[src/rtl/mmio_initiator.sv]
// rtl/mmio_initiator.sv - single-outstanding MMIO bus master with command FIFO and read responses
module mmio_initiator #(
  parameter int CMD_DEPTH      = 4,
  parameter int TIMEOUT_CYCLES = 16
) (
  input  logic        clk,
  input  logic        rst,
  input  logic        cmd_valid_in,
  output logic        cmd_ready_out,
  input  logic        cmd_write_in,
  input  logic [31:0] cmd_addr_in,
  input  logic [31:0] cmd_data_in,
  output logic        rsp_valid_out,
  input  logic        rsp_ready_in,
  output logic [31:0] rsp_data_out,
  output logic        rsp_timeout_out,
  output logic [15:0] timeout_count_out,
  output logic [31:0] bus_addr_out,
  output logic [31:0] bus_data_out,
  output logic        bus_wr_out,
  output logic        bus_rd_out,
  input  logic        bus_rd_valid_in,
  input  logic [31:0] bus_data_in
);
  localparam int AW = $clog2(CMD_DEPTH);
  localparam logic [AW:0] DEPTH_L = (AW + 1)'(CMD_DEPTH);
  localparam logic [7:0] TMO_L = 8'(TIMEOUT_CYCLES);

  typedef enum logic [2:0] {S_IDLE, S_WRITE, S_READ, S_WAIT, S_RESP} state_t;
  state_t state, state_nxt;

  // Each entry: {write flag, address, write data}
  logic [64:0]   fifo_mem [CMD_DEPTH];
  logic [AW-1:0] wr_ptr, rd_ptr;
  logic [AW:0]   count;
  logic          full, empty, push, pop;
  logic          head_write;
  logic [31:0]   head_addr, head_data;
  logic [7:0]    wait_cnt, wait_cnt_inc;
  logic          timeout_hit;

  assign full          = (count == DEPTH_L);
  assign empty         = (count == '0);
  assign cmd_ready_out = !full;
  assign push          = cmd_valid_in && !full;
  assign {head_write, head_addr, head_data} = fifo_mem[rd_ptr];

  assign wait_cnt_inc  = wait_cnt + 8'd1;
  assign timeout_hit   = (wait_cnt_inc == TMO_L);

  assign bus_wr_out    = (state == S_WRITE);
  assign bus_rd_out    = (state == S_READ);
  assign rsp_valid_out = (state == S_RESP);

  // Command storage; data entries need no reset, only the pointers do
  always_ff @(posedge clk) begin
    if (push) fifo_mem[wr_ptr] <= {cmd_write_in, cmd_addr_in, cmd_data_in};
  end

  // FIFO pointers and occupancy
  always_ff @(posedge clk) begin
    if (rst) begin
      wr_ptr <= '0;
      rd_ptr <= '0;
      count  <= '0;
    end else begin
      if (push) wr_ptr <= wr_ptr + 1'b1;
      if (pop)  rd_ptr <= rd_ptr + 1'b1;
      case ({push, pop})
        2'b10:   count <= count + 1'b1;
        2'b01:   count <= count - 1'b1;
        default: count <= count;
      endcase
    end
  end

  // Transaction state register
  always_ff @(posedge clk) begin
    if (rst) state <= S_IDLE;
    else     state <= state_nxt;
  end

  // Next-state logic; a popped command always runs to completion before the next pop
  always_comb begin
    state_nxt = state;
    pop       = 1'b0;
    case (state)
      S_IDLE: begin
        if (!empty) begin
          pop       = 1'b1;
          state_nxt = head_write ? S_WRITE : S_READ;
        end
      end
      S_WRITE: state_nxt = S_IDLE;
      S_READ:  state_nxt = S_WAIT;
      S_WAIT:  if (bus_rd_valid_in || timeout_hit) state_nxt = S_RESP;
      S_RESP:  if (rsp_ready_in) state_nxt = S_IDLE;
      default: state_nxt = S_IDLE;
    endcase
  end

  // Bus address/data, wait counter and response capture; read valid wins over timeout
  always_ff @(posedge clk) begin
    if (rst) begin
      bus_addr_out      <= '0;
      bus_data_out      <= '0;
      rsp_data_out      <= '0;
      rsp_timeout_out   <= 1'b0;
      timeout_count_out <= '0;
      wait_cnt          <= '0;
    end else begin
      if (pop) begin
        bus_addr_out <= head_addr;
        if (head_write) bus_data_out <= head_data;
      end
      if (state == S_READ)      wait_cnt <= '0;
      else if (state == S_WAIT) wait_cnt <= wait_cnt_inc;
      if (state == S_WAIT) begin
        if (bus_rd_valid_in) begin
          rsp_data_out    <= bus_data_in;
          rsp_timeout_out <= 1'b0;
        end else if (timeout_hit) begin
          rsp_data_out    <= '0;
          rsp_timeout_out <= 1'b1;
          if (timeout_count_out != 16'hFFFF) timeout_count_out <= timeout_count_out + 16'd1;
        end
      end
    end
  end
endmodule
[config.mk]
export PLATFORM = sky130hd
export DESIGN_NAME = mmio_initiator
export DESIGN_NICKNAME = d
export VERILOG_FILES = /design/src/rtl/mmio_initiator.sv
export SDC_FILE = /design/constraint.sdc
export NUM_CORES = 1
export LEC_CHECK = 0
export BUFFER_PORTS_ARGS = -buffer_cell sky130_fd_sc_hd__buf_4
export CORE_MARGIN = 4
export CORE_UTILIZATION = 40
export DETAILED_ROUTE_END_ITERATION = 7
export PLACE_DENSITY = 0.63
export SLEW_MARGIN = 40
export SYNTH_ARGS = -nofsm -noshare
export SYNTH_HDL_FRONTEND = slang
export SYNTH_SLANG_ARGS = --single-unit
export TNS_END_PERCENT = 100
[constraint.sdc]
create_clock -name clk -period 6.1 [get_ports clk]
set_clock_uncertainty 0.2 [all_clocks]
set_input_delay 0.305 -clock clk [delete_from_list [all_inputs] [get_ports clk]]
set_output_delay 0.305 -clock clk [all_outputs]
set_load 0.03 [all_outputs]
==> metrics.txt, run 1 <==
placed cells 1644; sequential share of the synthesized area 70.76%; Buf/Inv on CP 4; worst hold start rst; Gate Count Post-Synth 1008; Setup TNS 0 ns; Clock transition at path regs 0.06 ns; max cap viols 0; RR Startpoint state[2]; CTS tree done; Core Region 0.03652 sq mm; placed inst area 0.01690 sq mm; Crit Path Max Fanout 36; worst slew pin tran 0.7695 ns; CTS max path bufs 3; vias in the first global route 9437; Setup Viol. Count Final 0; most used flip-flop cell after synthesis edfxtp_1; slowest library cell on the worst path or4_2; Avg Inst Size Synth 14.68 sq um; WS Path Type flip-flop to flip-flop; first-pass GRT wire length 53.56 mm; Min-Delay Path Class input pin to flip-flop; most frequent cells in the layout 260 x edfxtp_1, 222 x buf_4, 177 x nand2_1; Die X 200.3 microns; # port buffers 218; CP Launch Type flip-flop; io pins 219; gr ovfl total 0; Worst path most repeated cell buf_4; Starting Density 40.51%; GRT Total Usage 16.64%; Synth async-reset ratio 0%; commonest non-fill, non-tap cell in the layout edfxtp_1; CP arrival 3.32 ns; DR DRC count 0; Root Driver clkbuf_16; routed len/inst 18.36 microns; Final min period 3.043 ns; die area 0.04013 sq mm; HPWL Detailed 19.10 mm; outcome completed; H-Tree Depth 2; Max IR drop VDD 0.2687 mV; latest clock arrival within the worst-skew pair 0.56 ns; initial antenna violation count 3; Multi-input gate area 0.004025 sq mm; Netlist cell types 59; Max Slew Vio Count 0; DIE HEIGHT 200.3 microns; endpoints failing hold 0; # rows 70; clk sinks 393; Layout area overhead 30.71%; final period utilization 49.88%; CP top delay family buffers and inverters; Filler Cell Count 2974; Synth area leader edfxtp_1; initial detailed-routing violation count 416; sequential cell area 0.01048 sq mm; number of flops mapped to enable cells by yosys 260; layout cells sized above 1 28.46%; worst path required time 6.38 ns; Net Count, Synth 1119; P_leak 6.899 nW; final WL 33.45 mm; worst setup path startpoint state[2]; top post-synthesis cells by area edfxtp_1 53%, dfxtp_1 18%, mux4_2 9.9%, nand2_1 4.5%, a21oi_1 3.7%; CP max stage delay 0.70 ns; DR vias/cell 5.125; Cell Count, Final, Fillers Out 1822; maximum clock frequency 328.6 MHz; ANT nets after route 0; Pre-Repair DR Iteration Count 5; post-layout util 52.96%; power per standard cell area 416.5 mW/mm^2; Critical Path End Type flip-flop; max_slew headroom 48.58%; synthesized flop and latch total 393; YS warnings 0; overall power 8.056 mW; global placer's final weighted congestion 0.7664; final net count 1431; post-synth top area share 52.77%; CTS buffer count 42; final instance area 0.01934 sq mm; netlist area before placement 0.01480 sq mm; via count 9338; RSZ-0062 raised after global routing no; crit path cell chain or4_2, buf_4, inv_2, buf_4, and2_1, buf_4, nand2_1, a21oi_1; pin count of the biggest net entering global routing 73
==> per-stage QoR <==
stage / setup slack, ns / hold WS [ns]
6_report: 3.057 / 0.09832
5_1_grt: 2.851 / 0.1186
4_1_cts: 2.999 / 0.07310
3_5_place_dp: 3.008 / 0.2484
3_3_place_gp: 3.096 / 0.2434
2_1_floorplan: 3.080 / 0.2039
==> cells in the mapped netlist, drive strengths merged (3+ instances only) <==
| cell | count |
|---|---|
| inv | 11 |
| nand2 | 178 |
| nor2 | 30 |
| dfxtp | 133 |
| o31ai | 3 |
| mux2 | 8 |
| ha | 8 |
| xnor2 | 3 |
| clkbuf | 37 |
| nand3 | 10 |
| mux4 | 65 |
| nor4 | 7 |
| and4 | 4 |
| o21ai | 37 |
| xor2 | 9 |
| nor2b | 11 |
| and2 | 5 |
| nor3b | 5 |
| nor3 | 6 |
| or4 | 4 |
| a21oi | 111 |
| and3 | 7 |
| buf | 25 |
| edfxtp | 260 |
==> layout make-up <==
type                       count  share of cell area, %
sequential                   393                  54.17
multi-input combinational    542                  20.81
timing repair buffer         330                  14.35
clock buffer                  56                  6.230
tap                          468                  3.028
clock inverter                21                  1.184
inverter                      11                 0.2135
antenna                        1                0.01294
==> kinds of logic after synthesis <==
group / share of synthesized area [%]
flops: 70.76
simple gates: 8.777
compound gates: 6.131
mux: 10.57
buf+inv: 2.241
xor+xnor: 0.7104
fa+ha+maj: 0.8118
==> registers in the layout (all words and copies together), names as in the netlist, named ones only <==
register and count:
count 3, rd_ptr 2, rsp_timeout_out 1, bus_data_out 32, wr_ptr 2, fifo_mem 260
state 3, bus_addr_out 32, wait_cnt 8, timeout_count_out 16, rsp_data_out 32
==> path summary, 6_finish.rpt <==
check                          to  slack [ns]  depth (start not counted)
min          timeout_count_out[3]         0.1                          2
max reg2reg      bus_data_out[28]        3.06                          8
max              bus_data_out[28]        3.06                          8
min reg2reg       bus_data_out[0]        0.25                          2
==> layer usage <==
| layer | vias to the layer above | track usage, % | wire length, microns |
|---|---|---|---|
| li1 | 4392 | - | - |
| met1 | 4630 | 21.68 | 14390 |
| met2 | 263 | 27.58 | 16330 |
| met3 | 49 | 4.420 | 2019 |
| met4 | 4 | 5.113 | 695 |
| met5 | - | 0 | 23 |
==> where the power goes <==
part           switching [mW]  total (mW)  internal (mW)
combinational            1.18        2.03          0.846
sequential              0.229        3.45           3.22
clock                    1.02        2.58           1.56
==> timing repair <==
action / CTS / global route
resized for setup: 0 / 0
hold buffers: 100 / 0
hold endpoints to repair: 297 / 0
buffers inserted: 0 / 0
No activity file was read; power rests on OpenSTA's default activity.
==> run 2: changes to the inputs <==
clock period = 2.9 ns   (was 6.1 ns; I/O delays follow)
==> run 2 against run 1 <==
Effect of this change: sequential cell count unchanged; clock power up 120%; core utilization up 0.97 points; via count up 1.1%; critical path type unchanged; highest routed layer unchanged.
==> metrics.txt, run 2 (synthesis gave the netlist of run 1 again) <==
outcome completed; crit path cell chain and4_1, nor3b_1, a211o_2, a21oi_2, buf_6, o21ai_0, a21oi_1, dlygate4sd3_1; combinational power share 26.5%; initial antenna violation count 2; Pint 12.01 mW; Max Slew Vio Count 0; Final min period 2.709 ns; most frequent cells in the layout 260 x edfxtp_1, 230 x buf_4, 177 x nand2_1; gr ovfl total 0; Die X 200.3 microns; Min-Delay Path Class input pin to flip-flop; largest reg by FF count fifo_mem; RSZ-0062 raised after global routing no; CP max stage delay 0.57 ns; max_slew headroom 62.59%; DR DRC count 0; slowest library cell on the worst path dlygate4sd3_1; CTS tree done; P_leak 7.096 nW; CTS buffer count 43; GRT Total Usage 16.64%; Setup TNS 0 ns; Largest register FFs 260; Switching Fraction 30.28%; CP arrival 2.99 ns; Clk network pwr share 32.4%; Pre-Repair DR Iteration Count 5; DIE HEIGHT 200.3 microns; pin count of the biggest net entering global routing 66; Crit Path Max Fanout 32; Setup Viol. Count Final 0; Buf/Inv on CP 2; initial detailed-routing violation count 455; latest clock arrival within the worst-skew pair 0.56 ns; Reg power frac 41.1%; worst slew pin tran 0.5612 ns; ANT nets after route 0; commonest non-fill, non-tap cell in the layout edfxtp_1; sw power 5.217 mW; die area 0.04013 sq mm; first-pass GRT wire length 54.05 mm; maximum clock frequency 369.1 MHz; clk sinks 393; max cap viols 0; via count 9438; Core Region 0.03652 sq mm; routed len/inst 18.25 microns; # rows 70; CP top delay family compound AO/OA/AOI/OAI gates; WS Path Type flip-flop to flip-flop; Min Hold Slack 0.1260 ns; Layout area overhead 33.11%; Critical Path End Type flip-flop; final net count 1459; Filler Cell Count 2976; sequential cell area 0.01048 sq mm; layout cells sized above 1 28.85%; Clock transition at path regs 0.06 ns; # port buffers 218; vias in the first global route 9767; io pins 219; CTS max path bufs 3; final WL 33.80 mm; Root Driver clkbuf_16; global placer's final weighted congestion 0.7459; Starting Density 40.51%; H-Tree Depth 2; worst path required time 3.18 ns; Max IR drop VDD 0.6277 mV; endpoints failing hold 0; DR vias/cell 5.096; CP Launch Type flip-flop; HPWL Detailed 18.79 mm; power per standard cell area 874.9 mW/mm^2; final period utilization 93.42%; Multi-input gate area 0.004029 sq mm
-- run 2: cell count changes in the layout (fill, tap and decap cells not counted), moves of 4 or more --
cell / before / now
dlygate4sd3_1: 100 / 119
buf_4: 222 / 230
buf_12: 2 / 7
buf_6: 6 / 1
dfxtp_1: 131 / 127
dfxtp_2: 0 / 4
-- run 2: path summary, 6_finish.rpt --
path | slack (ns) | to | cells after the start | from
setup / recovery | 0.19 | rsp_data_out[19] | 8 | wait_cnt[0]
hold / removal | 0.13 | fifo_mem[3][22] | 2 | cmd_data_in[22]
setup reg to reg | 0.19 | rsp_data_out[19] | 8 | wait_cnt[0]
hold reg to reg | 0.25 | bus_data_out[17] | 2 | bus_data_out[17]
-- run 2: through the flow --
stage / utilization [%] / worst slack (ns) / total power [mW] / instances / cell area, sq um
6_report: 53.93 / 0.1909 / 17.23 / 1852 / 19700
5_1_grt: 53.93 / 0.02438 / 18.09 / 1852 / 19700
4_1_cts: 53.86 / 0.01516 / 17.51 / 1851 / 19670
3_5_place_dp: 46.53 / 0.1591 / 11.71 / 1652 / 17000
3_3_place_gp: 46.53 / 0.2482 / 11.65 / 1652 / 17000
2_1_floorplan: - / 0.09250 / 10.11 / 1008 / 14800
-- run 2: power groups by stage --
| stage | sequential, mW | combinational (mW) | clock, mW |
|---|---|---|---|
| final | 7.08 | 4.57 | 5.58 |
| after global routing | 7.15 | 4.97 | 5.97 |
| after CTS | 7.09 | 4.67 | 5.75 |
| after detailed placement | 7.20 | 4.51 | 0 |
| after global placement | 7.17 | 4.47 | 0 |
| after floorplan | 7.73 | 2.38 | 0 |
-- run 2: layout make-up --
class | instances | share of cell area (%)
clock buffers | 56 | 6.117
clock inverters | 24 | 1.429
multi-input cells | 542 | 20.45
flip-flops and latches | 393 | 53.22
diodes | 1 | 0.01270
repair buffers | 357 | 15.58
inverters | 11 | 0.2096
well taps | 468 | 2.973
-- run 2: repair_timing --
item / in CTS / in global routing
resized for setup: 0 / 7
endpoints found under the setup margin: 0 / 26
setup buffers: 0 / 0
hold buffers: 119 / 0
hold endpoints to repair: 323 / 0
-- run 2: metal layers --
layer / routed length, microns / track usage [%]
met1: 14690 / 21.95
met2: 16280 / 27.60
met3: 1993 / 3.740
met4: 826 / 5.482
met5: 13 / 0
-- run 2: worst register-to-register path, stage by stage, from the launching register on --
cell	delay (ns)
dfxtp_2	0.42
and4_1	0.30
nor3b_1	0.07
a211o_2	0.37
a21oi_2	0.18
buf_6	0.24
o21ai_0	0.12
a21oi_1	0.18
dlygate4sd3_1	0.57
